File: src/rtl/parity_lane_pipe_pkg.sv
// parity_pkg: shared types and the lane-parity helper used by parity_lane_pipe.
package parity_pkg;

  typedef enum logic {
    PAR_EVEN = 1'b0,
    PAR_ODD  = 1'b1
  } parity_mode_e;

  // Widest beat and lane count the helper can cover; callers zero-extend into these.
  localparam int MAX_DATA_W = 1024;
  localparam int MAX_LANES  = 64;
  localparam int LANE_IDX_W = 6;

  // Folds every data bit into the parity bit of the lane it belongs to, then
  // inverts the whole vector for odd parity. Bits above data_w are ignored.
  function automatic logic [MAX_LANES-1:0] lane_parity(
    input logic [MAX_DATA_W-1:0] data,
    input int                    data_w,
    input int                    lanes,
    input parity_mode_e          mode
  );
    logic [MAX_LANES-1:0]  par;
    logic [LANE_IDX_W-1:0] laneIdx;
    int                    laneW;
    par   = '0;
    laneW = data_w / lanes;
    for (int j = 0; j < MAX_DATA_W; j++) begin
      if (j < data_w) begin
        laneIdx      = LANE_IDX_W'(j / laneW);
        par[laneIdx] = par[laneIdx] ^ data[j];
      end
    end
    if (mode == PAR_ODD) begin
      par = ~par;
    end
    return par;
  endfunction

endpackage

File: src/rtl/parity_lane_pipe_if.sv
// parity_lane_pipe_if: input stream, output stream, mode controls and error status
// of the lane parity pipe bundled in one place.
interface parity_lane_pipe_if #(
  parameter int DATA_W    = 32,
  parameter int LANES     = 4,
  parameter int ERR_CNT_W = 16
);

  logic                 odd_mode;
  logic                 check_en;
  logic                 in_valid;
  logic                 in_ready;
  logic [DATA_W-1:0]    in_data;
  logic [LANES-1:0]     in_parity;
  logic                 out_valid;
  logic                 out_ready;
  logic [DATA_W-1:0]    out_data;
  logic [LANES-1:0]     out_parity;
  logic [LANES-1:0]     out_err;
  logic [ERR_CNT_W-1:0] err_count;
  logic                 err_sticky;
  logic                 clear_err;

  // Upstream/downstream environment that talks to the pipe.
  modport master (
    output odd_mode, check_en, in_valid, in_data, in_parity, out_ready, clear_err,
    input  in_ready, out_valid, out_data, out_parity, out_err, err_count, err_sticky
  );

  // The parity pipe itself.
  modport slave (
    input  odd_mode, check_en, in_valid, in_data, in_parity, out_ready, clear_err,
    output in_ready, out_valid, out_data, out_parity, out_err, err_count, err_sticky
  );

endinterface

File: src/rtl/parity_lane_pipe_stage.sv
// parity_pipe_stage: one valid/ready register slice with a generic payload.
// It accepts a new beat whenever it is empty or its current beat is leaving.
module parity_pipe_stage #(
  parameter int W = 8
) (
  input  logic         clock,
  input  logic         reset,
  input  logic         i_valid,
  output logic         o_ready,
  input  logic [W-1:0] i_data,
  output logic         o_valid,
  input  logic         i_ready,
  output logic [W-1:0] o_data
);

  logic         r_valid;
  logic [W-1:0] r_data;

  assign o_ready = !r_valid || i_ready;
  assign o_valid = r_valid;
  assign o_data  = r_data;

  // Load on advance; payload only changes when a real beat arrives so a stalled beat stays stable.
  always_ff @(posedge clock) begin
    if (reset) begin
      r_valid <= 1'b0;
      r_data  <= '0;
    end else if (o_ready) begin
      r_valid <= i_valid;
      if (i_valid) begin
        r_data <= i_data;
      end
    end
  end

endmodule

File: src/rtl/parity_lane_pipe.sv
// parity_lane_pipe: two-stage lane parity generator/checker on a valid/ready stream
// with a saturating error-beat counter and sticky error flag.
module parity_lane_pipe
  import parity_pkg::*;
#(
  parameter int DATA_W    = 32,
  parameter int LANES     = 4,
  parameter int ERR_CNT_W = 16
) (
  input  logic clock,
  input  logic reset,
  parity_lane_pipe_if.slave bus
);

  localparam int S1_W = DATA_W + LANES + 2;
  localparam int S2_W = DATA_W + 2 * LANES;
  localparam logic [ERR_CNT_W-1:0] CNT_MAX = '1;

  if (DATA_W % LANES != 0) begin : g_laneSplitCheck
    $error("parity_lane_pipe: DATA_W must be a multiple of LANES");
  end
  if (DATA_W > MAX_DATA_W || LANES > MAX_LANES) begin : g_maxSizeCheck
    $error("parity_lane_pipe: DATA_W or LANES exceeds the helper limits");
  end

  logic              w_s1InReady;
  logic              w_s1Valid;
  logic [S1_W-1:0]   w_s1Payload;
  logic              w_adv2;
  logic              w_s2Valid;
  logic [S2_W-1:0]   w_s2Payload;
  logic [DATA_W-1:0] w_s1Data;
  logic [LANES-1:0]  w_s1RxParity;
  logic              w_s1Odd;
  logic              w_s1Check;
  parity_mode_e      w_s1Mode;
  logic [LANES-1:0]  w_parity;
  logic [LANES-1:0]  w_err;
  logic              w_errLoad;
  logic [ERR_CNT_W-1:0] r_errCount;
  logic                 r_errSticky;

  parity_pipe_stage #(.W(S1_W)) u_stage1 (
    .clock   (clock),
    .reset   (reset),
    .i_valid (bus.in_valid),
    .o_ready (w_s1InReady),
    .i_data  ({bus.in_data, bus.in_parity, bus.odd_mode, bus.check_en}),
    .o_valid (w_s1Valid),
    .i_ready (w_adv2),
    .o_data  (w_s1Payload)
  );

  assign w_s1Check    = w_s1Payload[0];
  assign w_s1Odd      = w_s1Payload[1];
  assign w_s1RxParity = w_s1Payload[LANES+1:2];
  assign w_s1Data     = w_s1Payload[S1_W-1:LANES+2];
  assign w_s1Mode     = w_s1Odd ? PAR_ODD : PAR_EVEN;

  // Parity and mismatch are computed from the beat sitting in S1 and registered into S2.
  always_comb begin
    w_parity = LANES'(lane_parity(MAX_DATA_W'(w_s1Data), DATA_W, LANES, w_s1Mode));
    w_err    = '0;
    if (w_s1Check) begin
      w_err = w_parity ^ w_s1RxParity;
    end
  end

  parity_pipe_stage #(.W(S2_W)) u_stage2 (
    .clock   (clock),
    .reset   (reset),
    .i_valid (w_s1Valid),
    .o_ready (w_adv2),
    .i_data  ({w_s1Data, w_parity, w_err}),
    .o_valid (w_s2Valid),
    .i_ready (bus.out_ready),
    .o_data  (w_s2Payload)
  );

  // An erroring beat counts exactly once: on the edge it moves from S1 into S2.
  assign w_errLoad = w_s1Valid && w_adv2 && (|w_err);

  // Clear beats a same-cycle error; the counter sticks at all-ones instead of wrapping.
  always_ff @(posedge clock) begin
    if (reset) begin
      r_errCount  <= '0;
      r_errSticky <= 1'b0;
    end else if (bus.clear_err) begin
      r_errCount  <= '0;
      r_errSticky <= 1'b0;
    end else if (w_errLoad) begin
      r_errSticky <= 1'b1;
      if (r_errCount != CNT_MAX) begin
        r_errCount <= r_errCount + 1'b1;
      end
    end
  end

  assign bus.in_ready   = w_s1InReady && !reset;
  assign bus.out_valid  = w_s2Valid;
  assign bus.out_err    = w_s2Payload[LANES-1:0];
  assign bus.out_parity = w_s2Payload[2*LANES-1:LANES];
  assign bus.out_data   = w_s2Payload[S2_W-1:2*LANES];
  assign bus.err_count  = r_errCount;
  assign bus.err_sticky = r_errSticky;

endmodule
File: src/flat_wrapper.sv
// flat-port wrapper written by rule: the top's interface ports become plain ports
module parity_lane_pipe_flat import parity_pkg::*;
#(
  parameter int DATA_W    = 32,
  parameter int LANES     = 4,
  parameter int ERR_CNT_W = 16
)
  (clock, reset, bus_odd_mode, bus_check_en, bus_in_valid, bus_in_data, bus_in_parity, bus_out_ready, bus_clear_err, bus_in_ready, bus_out_valid, bus_out_data, bus_out_parity, bus_out_err, bus_err_count, bus_err_sticky);
  parity_lane_pipe_if #(.DATA_W(DATA_W), .LANES(LANES), .ERR_CNT_W(ERR_CNT_W)) bus_i ();
  input  logic clock;
  input  logic reset;
  input wire logic [$bits(bus_i.odd_mode)-1:0] bus_odd_mode;
  input wire logic [$bits(bus_i.check_en)-1:0] bus_check_en;
  input wire logic [$bits(bus_i.in_valid)-1:0] bus_in_valid;
  input wire logic [$bits(bus_i.in_data)-1:0] bus_in_data;
  input wire logic [$bits(bus_i.in_parity)-1:0] bus_in_parity;
  input wire logic [$bits(bus_i.out_ready)-1:0] bus_out_ready;
  input wire logic [$bits(bus_i.clear_err)-1:0] bus_clear_err;
  output wire logic [$bits(bus_i.in_ready)-1:0] bus_in_ready;
  output wire logic [$bits(bus_i.out_valid)-1:0] bus_out_valid;
  output wire logic [$bits(bus_i.out_data)-1:0] bus_out_data;
  output wire logic [$bits(bus_i.out_parity)-1:0] bus_out_parity;
  output wire logic [$bits(bus_i.out_err)-1:0] bus_out_err;
  output wire logic [$bits(bus_i.err_count)-1:0] bus_err_count;
  output wire logic [$bits(bus_i.err_sticky)-1:0] bus_err_sticky;
  assign bus_i.odd_mode = bus_odd_mode;
  assign bus_i.check_en = bus_check_en;
  assign bus_i.in_valid = bus_in_valid;
  assign bus_i.in_data = bus_in_data;
  assign bus_i.in_parity = bus_in_parity;
  assign bus_i.out_ready = bus_out_ready;
  assign bus_i.clear_err = bus_clear_err;
  assign bus_in_ready = bus_i.in_ready;
  assign bus_out_valid = bus_i.out_valid;
  assign bus_out_data = bus_i.out_data;
  assign bus_out_parity = bus_i.out_parity;
  assign bus_out_err = bus_i.out_err;
  assign bus_err_count = bus_i.err_count;
  assign bus_err_sticky = bus_i.err_sticky;
  parity_lane_pipe #(.DATA_W(DATA_W), .LANES(LANES), .ERR_CNT_W(ERR_CNT_W)) u_core (.clock(clock), .reset(reset), .bus(bus_i));
endmodule
File: config.mk
export PLATFORM = sky130hd
export DESIGN_NAME = parity_lane_pipe_flat
export DESIGN_NICKNAME = d
export VERILOG_FILES = /design/src/rtl/parity_lane_pipe_pkg.sv /design/src/rtl/parity_lane_pipe_if.sv /design/src/rtl/parity_lane_pipe_stage.sv /design/src/rtl/parity_lane_pipe.sv /design/src/flat_wrapper.sv
export SDC_FILE = /design/constraint.sdc
export NUM_CORES = 1
export LEC_CHECK = 0
export BUFFER_PORTS_ARGS = -buffer_cell sky130_fd_sc_hd__buf_2
export CAP_MARGIN = 20
export CORE_ASPECT_RATIO = 0.5
export CORE_MARGIN = 2
export CORE_UTILIZATION = 41
export CTS_BUF_LIST = sky130_fd_sc_hd__clkbuf_8
export DETAILED_ROUTE_END_ITERATION = 8
export HOLD_SLACK_MARGIN = 0.08
export PLACE_DENSITY = 0.68
export SYNTH_ARGS = -nofsm -noshare
export SYNTH_HDL_FRONTEND = slang
export SYNTH_SLANG_ARGS = --single-unit
File: constraint.sdc
create_clock -name clock -period 2.1 [get_ports clock]
set_input_delay 0.525 -clock clock [delete_from_list [all_inputs] [get_ports clock]]
set_output_delay 0.525 -clock clock [all_outputs]
set_load 0.005 [all_outputs]
# Word-level counts from Yosys, hierarchy flattened

Cells that the tools add are included.

Add/subtract/negate cells: 1
Equal/unequal tests: 1
Multiplexer cells: 3
Bitwise gates (word level): 30
Reductions and logical operators: 13

Operators with widths:

| operator                                       | number |
|---|---|
| XOR 1 bit                                      | 28 |
| adder 16 x 1 -> 16 bit (second input constant) | 1 |
| != test 16 bit (second input constant)         | 1 |
| 2-to-1 mux 4 bit                               | 2 |
| AND reduction 2 bit                            | 3 |
| inverter 4 bit                                 | 1 |
| OR reduction 4 bit                             | 1 |
| XOR 4 bit                                      | 1 |
| logical AND 1 bit                              | 3 |
| zero test 1 bit                                | 3 |
| logical OR 1 bit                               | 2 |
| OR reduction 2 bit                             | 1 |
| 2-to-1 mux 1 bit                               | 1 |

Bits in registers: 97
Input port bits: 43
Output and inout port bits: 59

# Longest topological paths before layout

Gate-level depths: netlist of run 1.

Depth after elaboration: 14
Mapped depth: 10

# Cells and area by module

Synthesis of run 1 repeated with hierarchy kept, for this count alone.

Cell total of the unflattened synthesis: 513
Area total of the unflattened synthesis: 5133.7 µm²

By module, submodules not included:

| module                               | times used | cells an instance | area each (µm²) |
|---|---|---|---|
| parity_pipe_stage at u_core.u_stage2 | 1          | 187               | 1925.6 |
| parity_pipe_stage at u_core.u_stage1 | 1          | 178               | 1855.5 |
| parity_lane_pipe                     | 1          | 148               | 1352.5 |

# Least setup slack after synthesis of run 1

No wires, ideal clock.

Kind: register -> register
Start: reg u_core.r_errCount[0] (netlist: u_core.bus.err_count[0])
End: reg u_core.r_errCount[15] (netlist: u_core.bus.err_count[15])
Library setup time: 0.059 ns
Data arrival time: 2.053 ns
Setup slack: -0.013 ns
Cell stages (with the launch flop): 9
Buffers on the path: 0
Cell sequence: dfxtp_1 -> ha_1 -> and3_1 -> and3_1 -> nand3_1 -> nand3_1 -> or4_1 -> or4_1 -> nand2_1

Word-level cells in the longest chain between the ends: 2
Elaborated cells on any way between the ends: 3
Classes of those cells: add/sub: 1; eq/ne: 1; reduce/logical: 1

RTL lines:

| item                                                           | line                   | text |
|---|---|---|
| from (decl)                                                    | parity_lane_pipe.sv:40 | `logic [ERR_CNT_W-1:0] r_errCount;` |
| from (signal assigned)                                         | parity_lane_pipe.sv:94 | `r_errCount <= r_errCount + 1'b1;` |
| branches (longest 2 deep; another with adder 16 x 1 -> 16 bit) | --                     |  |

Parallel ways; which one is timed is not known.
A chain may end at the register's enable or synchronous reset.

# Final worst setup path of run 1

Start: reg u_core.u_stage1.r_data[20] (netlist: u_core.u_stage1.o_data[20])
End: reg u_core.r_errCount[11] (netlist: u_core.bus.err_count[11])

Word-level cells in the longest chain between the ends: 9

RTL lines:

| item                                   | line                         | text |
|---|---|---|
| from (decl)                            | parity_lane_pipe_stage.sv:17 | `logic [W-1:0] r_data;` |
| from (signal assigned)                 | parity_lane_pipe_stage.sv:31 | `r_data <= i_data;` |
| XOR 1 bit * (2 in series)              | parity_lane_pipe_pkg.sv:30   | `par[laneIdx] = par[laneIdx] ^ data[j];` |
| inverter 4 bit                         | parity_lane_pipe_pkg.sv:34   | `par = ~par;` |
| 2-to-1 mux 4 bit *                     | parity_lane_pipe_pkg.sv:33   | `if (mode == PAR_ODD) begin` |
| XOR 4 bit *                            | parity_lane_pipe.sv:65       | `w_err = w_parity ^ w_s1RxParity;` |
| 2-to-1 mux 4 bit *                     | parity_lane_pipe.sv:64       | `if (w_s1Check) begin` |
| OR reduction 4 bit *                   | parity_lane_pipe.sv:81       | `assign w_errLoad = w_s1Valid && w_adv2 && (\|w_err);` |
| logical AND 1 bit *                    | parity_lane_pipe.sv:81       |  |
| AND reduction 2 bit (no source line) * | --                           |  |

Every way passes the cells marked *; elsewhere a longest branch is shown, timed or not.

==> results.cfg, run 1 <==
[run_status]
outcome = finished, violations left
violations = negative setup slack

[logic_synthesis]
synth.yosys.seq_area_share_pct = 47.6
mappedNetlistArea_mm2 = 0.00408
synthCells = 499
synthFlopType = sky130_fd_sc_hd__dfxtp_1
netlist.top_cell.by_area = sky130_fd_sc_hd__dfxtp_1
synthTopCellsByArea = sky130_fd_sc_hd__dfxtp_1, sky130_fd_sc_hd__nand2_1, sky130_fd_sc_hd__a21oi_1, sky130_fd_sc_hd__xnor3_1, sky130_fd_sc_hd__xnor2_1
number_of_flops_mapped_to_enable_cells_by_yosys = 0
post-synth-top-area-fraction_pct = 47.6
post-synth-top-count-cell = sky130_fd_sc_hd__nand2_1
ys_warn_count = 0
count_of_state_elements_after_synthesis = 97
syn_avg_cell_area_um2 = 8.17
postSynth.asyncResetShare_pct = 0
leading_cell_types_by_count_after_synthesis = sky130_fd_sc_hd__nand2_1, sky130_fd_sc_hd__dfxtp_1, sky130_fd_sc_hd__a21oi_1
synth.net_count = 543
yosysUniqueCellTypes = 38

[power]
share_comb_of_total_power_pct = 23.1
clock_power_share_pct = 28.1
p_per_area_mw_per_mm2 = 725
power_leakage_nw = 2.41
share_seq_of_total_power_pct = 48.8
vdd.ir_drop.worst_mv = 0.330
power_switching_share_pct = 27.4
cell_internal_power_mw = 2.92
net_switching_power_mw = 1.10

[timing]
setup-violations-final = 17
timing.final.max_slew_violations = 0
final_hold_viol_count = 0
hold_slack_ns = 0.383
postLayoutSetupSlackWorst_ns = -0.192
period_minus_slack_ns = 2.29
worstMarginPinSlew_ns = 0.824
highest_attainable_clock_frequency_ghz = 0.436
setup_repair_after_global_routing_missed_its_margin = true
tightest_slew_margin_relative_to_the_limit_pct = 45.1
fin_crit_sh_pct = 109
worst_case_clock_skew_ns = 0.0115

[critical_path]
path_class = reg -> reg
crit_required_ns = 2.38
cp-end-kind = flip-flop
start_kind = flip-flop
critPathMaxFanout = 8
arrival_ns = 2.58

[drt]
route.top_layer_used = met4
route.vias.total = 3941
route.layer.met1.wl_mm = 4.83
wl_met2_mm = 5.16
detail_route.first_pass.iterations = 4
met3_wire_length_um = 646
ant_nets = 0
avgViaCountPerCell = 4.96
drc = 0
detail_route.iter0.violations = 171
avgRoutedWirePerCell_um = 13.5
route.final.wire_length_mm = 10.7

[final_layout]
area_growth_syn_to_layout_pct = 36.2
nNetsFinal = 699
num_antenna_cells = 0
n_fill_cell = 880
number_of_standard_cells_in_the_layout_taps_in_and_fillers_out = 795
fin_util_pct = 58.2
drive_above_1_share_pct = 35.5

[place]
place.detailed.instances = 759
placement.io_buffers = 101
gpl.final_weighted_congestion = 0.800
dpl.hpwl_mm = 7.02
placement.setup.worst_slack_ns = -0.197

[clock_network]
tritoncts.num_buffers = 9
h-tree-depth = 3
tritoncts = yes
clk_transition_reported_paths_ns = 0.09
tritoncts_num_sinks = 97
clockBufferDepth = 2
clock_root_buffer_master = sky130_fd_sc_hd__clkbuf_8
cts_hold_buf = 0
clkLatencyLatePin_ns = 0.36

[floorplan]
design.core.area_mm2 = 0.00954
fp.dieW_um = 145
fp.dieArea_mm2 = 0.0108
initial_utilization_pct = 42.7
die_h_um = 74.5
boundaryPins = 102
placementRows = 25

[grt]
grtUsageTotal_pct = 19.8
first_global_vias = 3659
antenna_found_initial = 0
grt_first_pass_wirelength_mm = 17.1
maximum_number_of_pins_on_one_net_before_global_route_repair = 81
congestion_overflow_gr = 0

[min_path]
hold_path_class = in -> reg

[job]
max-cap-violations = 0
[per-layer routing]
metal,GRT usage [%],up-vias
li1,-,1986
met1,25.1,1853
met2,33.8,94
met3,5.64,8
met4,5.72,0
met5,0,-
[worst max-delay path, stage by stage (launching register included)]
cell and delay [ns]:
sky130_fd_sc_hd__dfxtp_2 0.34, sky130_fd_sc_hd__xnor2_2 0.17, sky130_fd_sc_hd__xnor3_1 0.48, sky130_fd_sc_hd__xnor2_2 0.24, sky130_fd_sc_hd__o21ai_2 0.14, sky130_fd_sc_hd__and3_4 0.21, sky130_fd_sc_hd__buf_6 0.13, sky130_fd_sc_hd__or3_1 0.35
sky130_fd_sc_hd__a21oi_1 0.14
[flip-flops by register name, summed over array words and instances (netlist names)]
| signal | cells |
|---|---|
| u_core.u_stage2.o_data | 40 |
| u_core.u_stage1.o_data | 38 |
| u_core.u_stage1.o_valid | 1 |
| u_core.bus.err_count | 16 |
| u_core.u_stage2.o_valid | 1 |
| u_core.bus.err_sticky | 1 |
[cell type report]
type	instances	area [µm²]	share of cell area, %
repair buffers	173	1070	19.3
flip-flops and latches	97	1950	35.2
clock buffers	11	151	2.73
inverters	1	3.75	0.0676
clock inverters	5	30.0	0.541
well taps	135	169	3.04
multi-input cells	373	2170	39.1
[kinds of logic after synthesis]
group | share of synthesized area (%)
DFF | 47.6
muxes | 0.246
buffers and inverters | 3.59
AOI/OAI and AO/OA | 13.9
xor gates and xnor gates | 10.1
and+or+nand+nor | 24.2
adders and majority gates | 0.307
[cell usage in the layout (no fill, tap or decap), drive strengths merged, types with 3 or more instances in the layout]
| cell type | n |
|---|---|
| o211ai | 4 |
| dfxtp | 97 |
| xor2 | 4 |
| xnor2 | 19 |
| or3 | 9 |
| inv | 3 |
| o21ai | 9 |
| and2 | 3 |
| a21oi | 88 |
| nand3 | 10 |
| nand4 | 5 |
| or4 | 9 |
| clkbuf | 11 |
| nor2 | 22 |
| buf | 173 |
| xnor3 | 8 |
| nand2 | 160 |
| and3 | 8 |
[through the flow]
step	instance area [µm²]	TNS, ns	power, mW
finish	5550	-2.01	4.02
global route	5550	-3.05	4.23
CTS	5420	-0.747	3.97
detailed placement	5050	-1.48	2.69
global placement	5050	-0.993	2.68
floorplan	4080	0	2.42
[power by group through the flow]
stage                     Sequential [mW]  Combinational (mW)  Clock, mW
after global placement               2.00               0.684          0
after CTS                            1.96               0.840       1.17
final                                1.96               0.929       1.13
after global routing                 1.97                1.00       1.25
after detailed placement             2.00               0.690          0
after floorplan                      2.00               0.421          0
[worst paths after layout]
check	from	end	slack, ns	cells after the start
worst min register to register	u_core.u_stage2.o_data[39]$_SDFFE_PP0P_	u_core.u_stage2.o_data[39]$_SDFFE_PP0P_	0.45	2
worst min-delay path	bus_in_data[3]	u_core.u_stage1.o_data[9]$_SDFFE_PP0P_	0.38	3
worst max register to register	u_core.u_stage1.o_data[20]$_SDFFE_PP0P_	u_core.bus.err_count[11]$_SDFFE_PP0P_	-0.19	8
worst max-delay path	u_core.u_stage1.o_data[20]$_SDFFE_PP0P_	u_core.bus.err_count[11]$_SDFFE_PP0P_	-0.19	8
[repair_timing]
action                                  CTS  global route
pin swaps                                27            14
cloned                                    3             0
hold endpoints to repair                  0             0
gates resized for setup                  22            21
endpoints found under the setup margin   16            17
setup buffers                             9             8
Power figures use the tool's default switching activity.
==> run 2: changes to the inputs <==
--- a/config.mk
+++ b/config.mk
@@ -5,7 +5,7 @@
 export SDC_FILE = /design/constraint.sdc
 export NUM_CORES = 1
 export LEC_CHECK = 0
-export BUFFER_PORTS_ARGS = -buffer_cell sky130_fd_sc_hd__buf_2
+export BUFFER_PORTS_ARGS = -buffer_cell sky130_fd_sc_hd__clkbuf_2
 export CAP_MARGIN = 20
 export CORE_ASPECT_RATIO = 0.5
 export CORE_MARGIN = 2
@@ -14,6 +14,7 @@
 export DETAILED_ROUTE_END_ITERATION = 8
 export HOLD_SLACK_MARGIN = 0.08
 export PLACE_DENSITY = 0.68
+export SETUP_SLACK_MARGIN = 0.3
 export SYNTH_ARGS = -nofsm -noshare
 export SYNTH_HDL_FRONTEND = slang
 export SYNTH_SLANG_ARGS = --single-unit
==> run 2 against run 1 <==
  * The flow still finishes with violations (negative setup slack)
  * Sequential cell count stayed put
  * First-iteration DRC count is 33% higher
  * Combinational power shrank 3.4%
  * Final cell count down 2.1%
  * Setup slack gained 0.084 ns
  * Global-route usage decreased by 0.15 points
  * Register-to-register slack better by 0.08 ns
  * Count of clock-buffer cells in the layout did not move
  * Power grew 8.6%
  * Largest cell class unchanged
==> results.cfg, run 2 (synthesis gave the netlist of run 1 again) <==
[run_status]
outcome = finished, violations left
violations = negative setup slack

[clock_network]
clkLatencyLatePin_ns = 0.37
tritoncts_num_sinks = 97
h-tree-depth = 3
clockBufferDepth = 2
clk_transition_reported_paths_ns = 0.09
clock_root_buffer_master = sky130_fd_sc_hd__clkbuf_8
cts_hold_buf = 0
tritoncts = yes
tritoncts.num_buffers = 9

[drt]
avgViaCountPerCell = 4.96
route.vias.total = 3858
avgRoutedWirePerCell_um = 13.7
detail_route.iter0.violations = 227
detail_route.first_pass.iterations = 4
ant_nets = 0
route.final.wire_length_mm = 10.6
drc = 0

[timing]
setup-violations-final = 15
highest_attainable_clock_frequency_ghz = 0.453
hold_slack_ns = 0.358
period_minus_slack_ns = 2.21
fin_crit_sh_pct = 105
setup_repair_after_global_routing_missed_its_margin = true
worst_case_clock_skew_ns = 0.00948
final_hold_viol_count = 0
timing.final.max_slew_violations = 0
worstMarginPinSlew_ns = 0.614
tightest_slew_margin_relative_to_the_limit_pct = 59.1
postLayoutSetupSlackWorst_ns = -0.108

[critical_path]
timing.critical_path.to = u_core.bus.err_count[0]$_SDFFE_PP0P_
worstRegToRegCells = 7
start_kind = flip-flop
path_class = reg -> reg
reg2reg_setup_slack_ns = -0.11
arrival_ns = 2.51
cp-end-kind = flip-flop
launching_element_of_the_worst_setup_path = u_core.u_stage1.o_data[17]$_SDFFE_PP0P_
critical_path.reg2reg.startpoint = u_core.u_stage1.o_data[17]$_SDFFE_PP0P_
critical_path.reg2reg.endpoint = u_core.bus.err_count[0]$_SDFFE_PP0P_
crit_required_ns = 2.40
critPathMaxFanout = 6

[final_layout]
num_antenna_cells = 0
n_fill_cell = 857
multi_input_comb_area_mm2 = 0.00228
post-route-cell-area_mm2 = 0.00563
max_reg_flops = 40
drive_above_1_share_pct = 37.8
area_growth_syn_to_layout_pct = 38.2
area.sequential_mm2 = 0.00196
final_cell_mix = sky130_fd_sc_hd__nand2_1, sky130_fd_sc_hd__clkbuf_2, sky130_fd_sc_hd__a21oi_1, sky130_fd_sc_hd__dfxtp_1, sky130_fd_sc_hd__buf_4
layout.cells.most_common = sky130_fd_sc_hd__nand2_1
nNetsFinal = 682

[grt]
maximum_number_of_pins_on_one_net_before_global_route_repair = 63
antenna_found_initial = 0
grt_first_pass_wirelength_mm = 16.7
grtUsageTotal_pct = 19.6
congestion_overflow_gr = 0
first_global_vias = 3474

[floorplan]
boundaryPins = 102
design.core.area_mm2 = 0.00954
placementRows = 25
fp.dieArea_mm2 = 0.0108
fp.dieW_um = 145
die_h_um = 74.5
initial_utilization_pct = 42.7

[place]
placement.io_buffers = 101
gpl.final_weighted_congestion = 0.790
placement.cell_area_mm2 = 0.00499
dpl.hpwl_mm = 6.72
placement.setup.worst_slack_ns = -0.0772

[power]
power_leakage_nw = 2.37
p_per_area_mw_per_mm2 = 775
vdd.ir_drop.worst_mv = 0.384

[min_path]
hold_path_class = in -> reg

[job]
max-cap-violations = 0
[run 2: cell types whose count changed in the layout (fill, tap and decap cells not counted), sizes merged]
cell	previous run	this run
buf	173	55
clkinvlp	1	0
clkbuf	11	112
bufinv	0	3
inv	3	2
clkinv	2	1
[run 2: routing by layer]
layer	part of all wire [%]	GRT usage [%]
met4	0.98	5.17
met5	0	0
met3	4.6	5.52
met1	46	25.9
met2	48	32.5
[run 2: metrics by stage]
step                      utilization, %  power [mW]  TNS, ns  std cells
after floorplan                        -        2.45        0        499
after global placement              52.3        2.65        0        742
after detailed placement            52.3        2.66   -0.179        742
after CTS                           57.0        4.26   -0.113        771
after global routing                59.1        4.55    -2.14        778
final                               59.1        4.37    -1.09        778
[run 2: critical path: stages, from the launching register on]
cell and delay, ns:
sky130_fd_sc_hd__dfxtp_2 0.35, sky130_fd_sc_hd__xor2_1 0.17, sky130_fd_sc_hd__xnor3_2 0.48, sky130_fd_sc_hd__xnor2_2 0.24
sky130_fd_sc_hd__o21ai_4 0.10, sky130_fd_sc_hd__and3_4 0.20, sky130_fd_sc_hd__or4_1 0.52, sky130_fd_sc_hd__o21ai_1 0.08
[run 2: worst min-delay path by stage]
| stage | startpoint | end | cells after the start |
|---|---|---|---|
| after floorplan | u_core.u_stage1.o_data[25]$_SDFFE_PP0P_ | u_core.u_stage1.o_data[25]$_SDFFE_PP0P_ | 2 |
| after global placement | u_core.u_stage2.o_data[19]$_SDFFE_PP0P_ | u_core.u_stage2.o_data[19]$_SDFFE_PP0P_ | 2 |
| after detailed placement | u_core.u_stage2.o_data[1]$_SDFFE_PP0P_ | u_core.u_stage2.o_data[1]$_SDFFE_PP0P_ | 2 |
| after CTS | bus_in_data[21] | u_core.u_stage1.o_data[27]$_SDFFE_PP0P_ | 3 |
| after global routing | bus_in_parity[3] | u_core.u_stage1.o_data[5]$_SDFFE_PP0P_ | 3 |
| final | bus_in_data[21] | u_core.u_stage1.o_data[27]$_SDFFE_PP0P_ | 3 |
[run 2: report_power, final]
| group | switching (mW) | total [mW] | internal, mW |
|---|---|---|---|
| Clock | 0.650 | 1.50 | 0.855 |
| Combinational | 0.406 | 0.897 | 0.491 |
| Sequential | 0.0564 | 1.97 | 1.91 |
| Total | 1.11 | 4.37 | 3.26 |
[run 2: what timing repair did]
item,CTS,global route
endpoints found under the setup margin,18,19
pin swaps,16,14
buffers inserted,11,6
cloned,2,1
gates resized for setup,23,31
[run 2: cell type report]
class | instances | area share (%)
timing repair buffer | 156 | 17.2
tap | 135 | 3.00
inverter | 1 | 0.0666
sequential | 97 | 34.8
clock inverter | 5 | 1.82
clock buffer | 11 | 2.69
multi-input combinational | 373 | 40.4
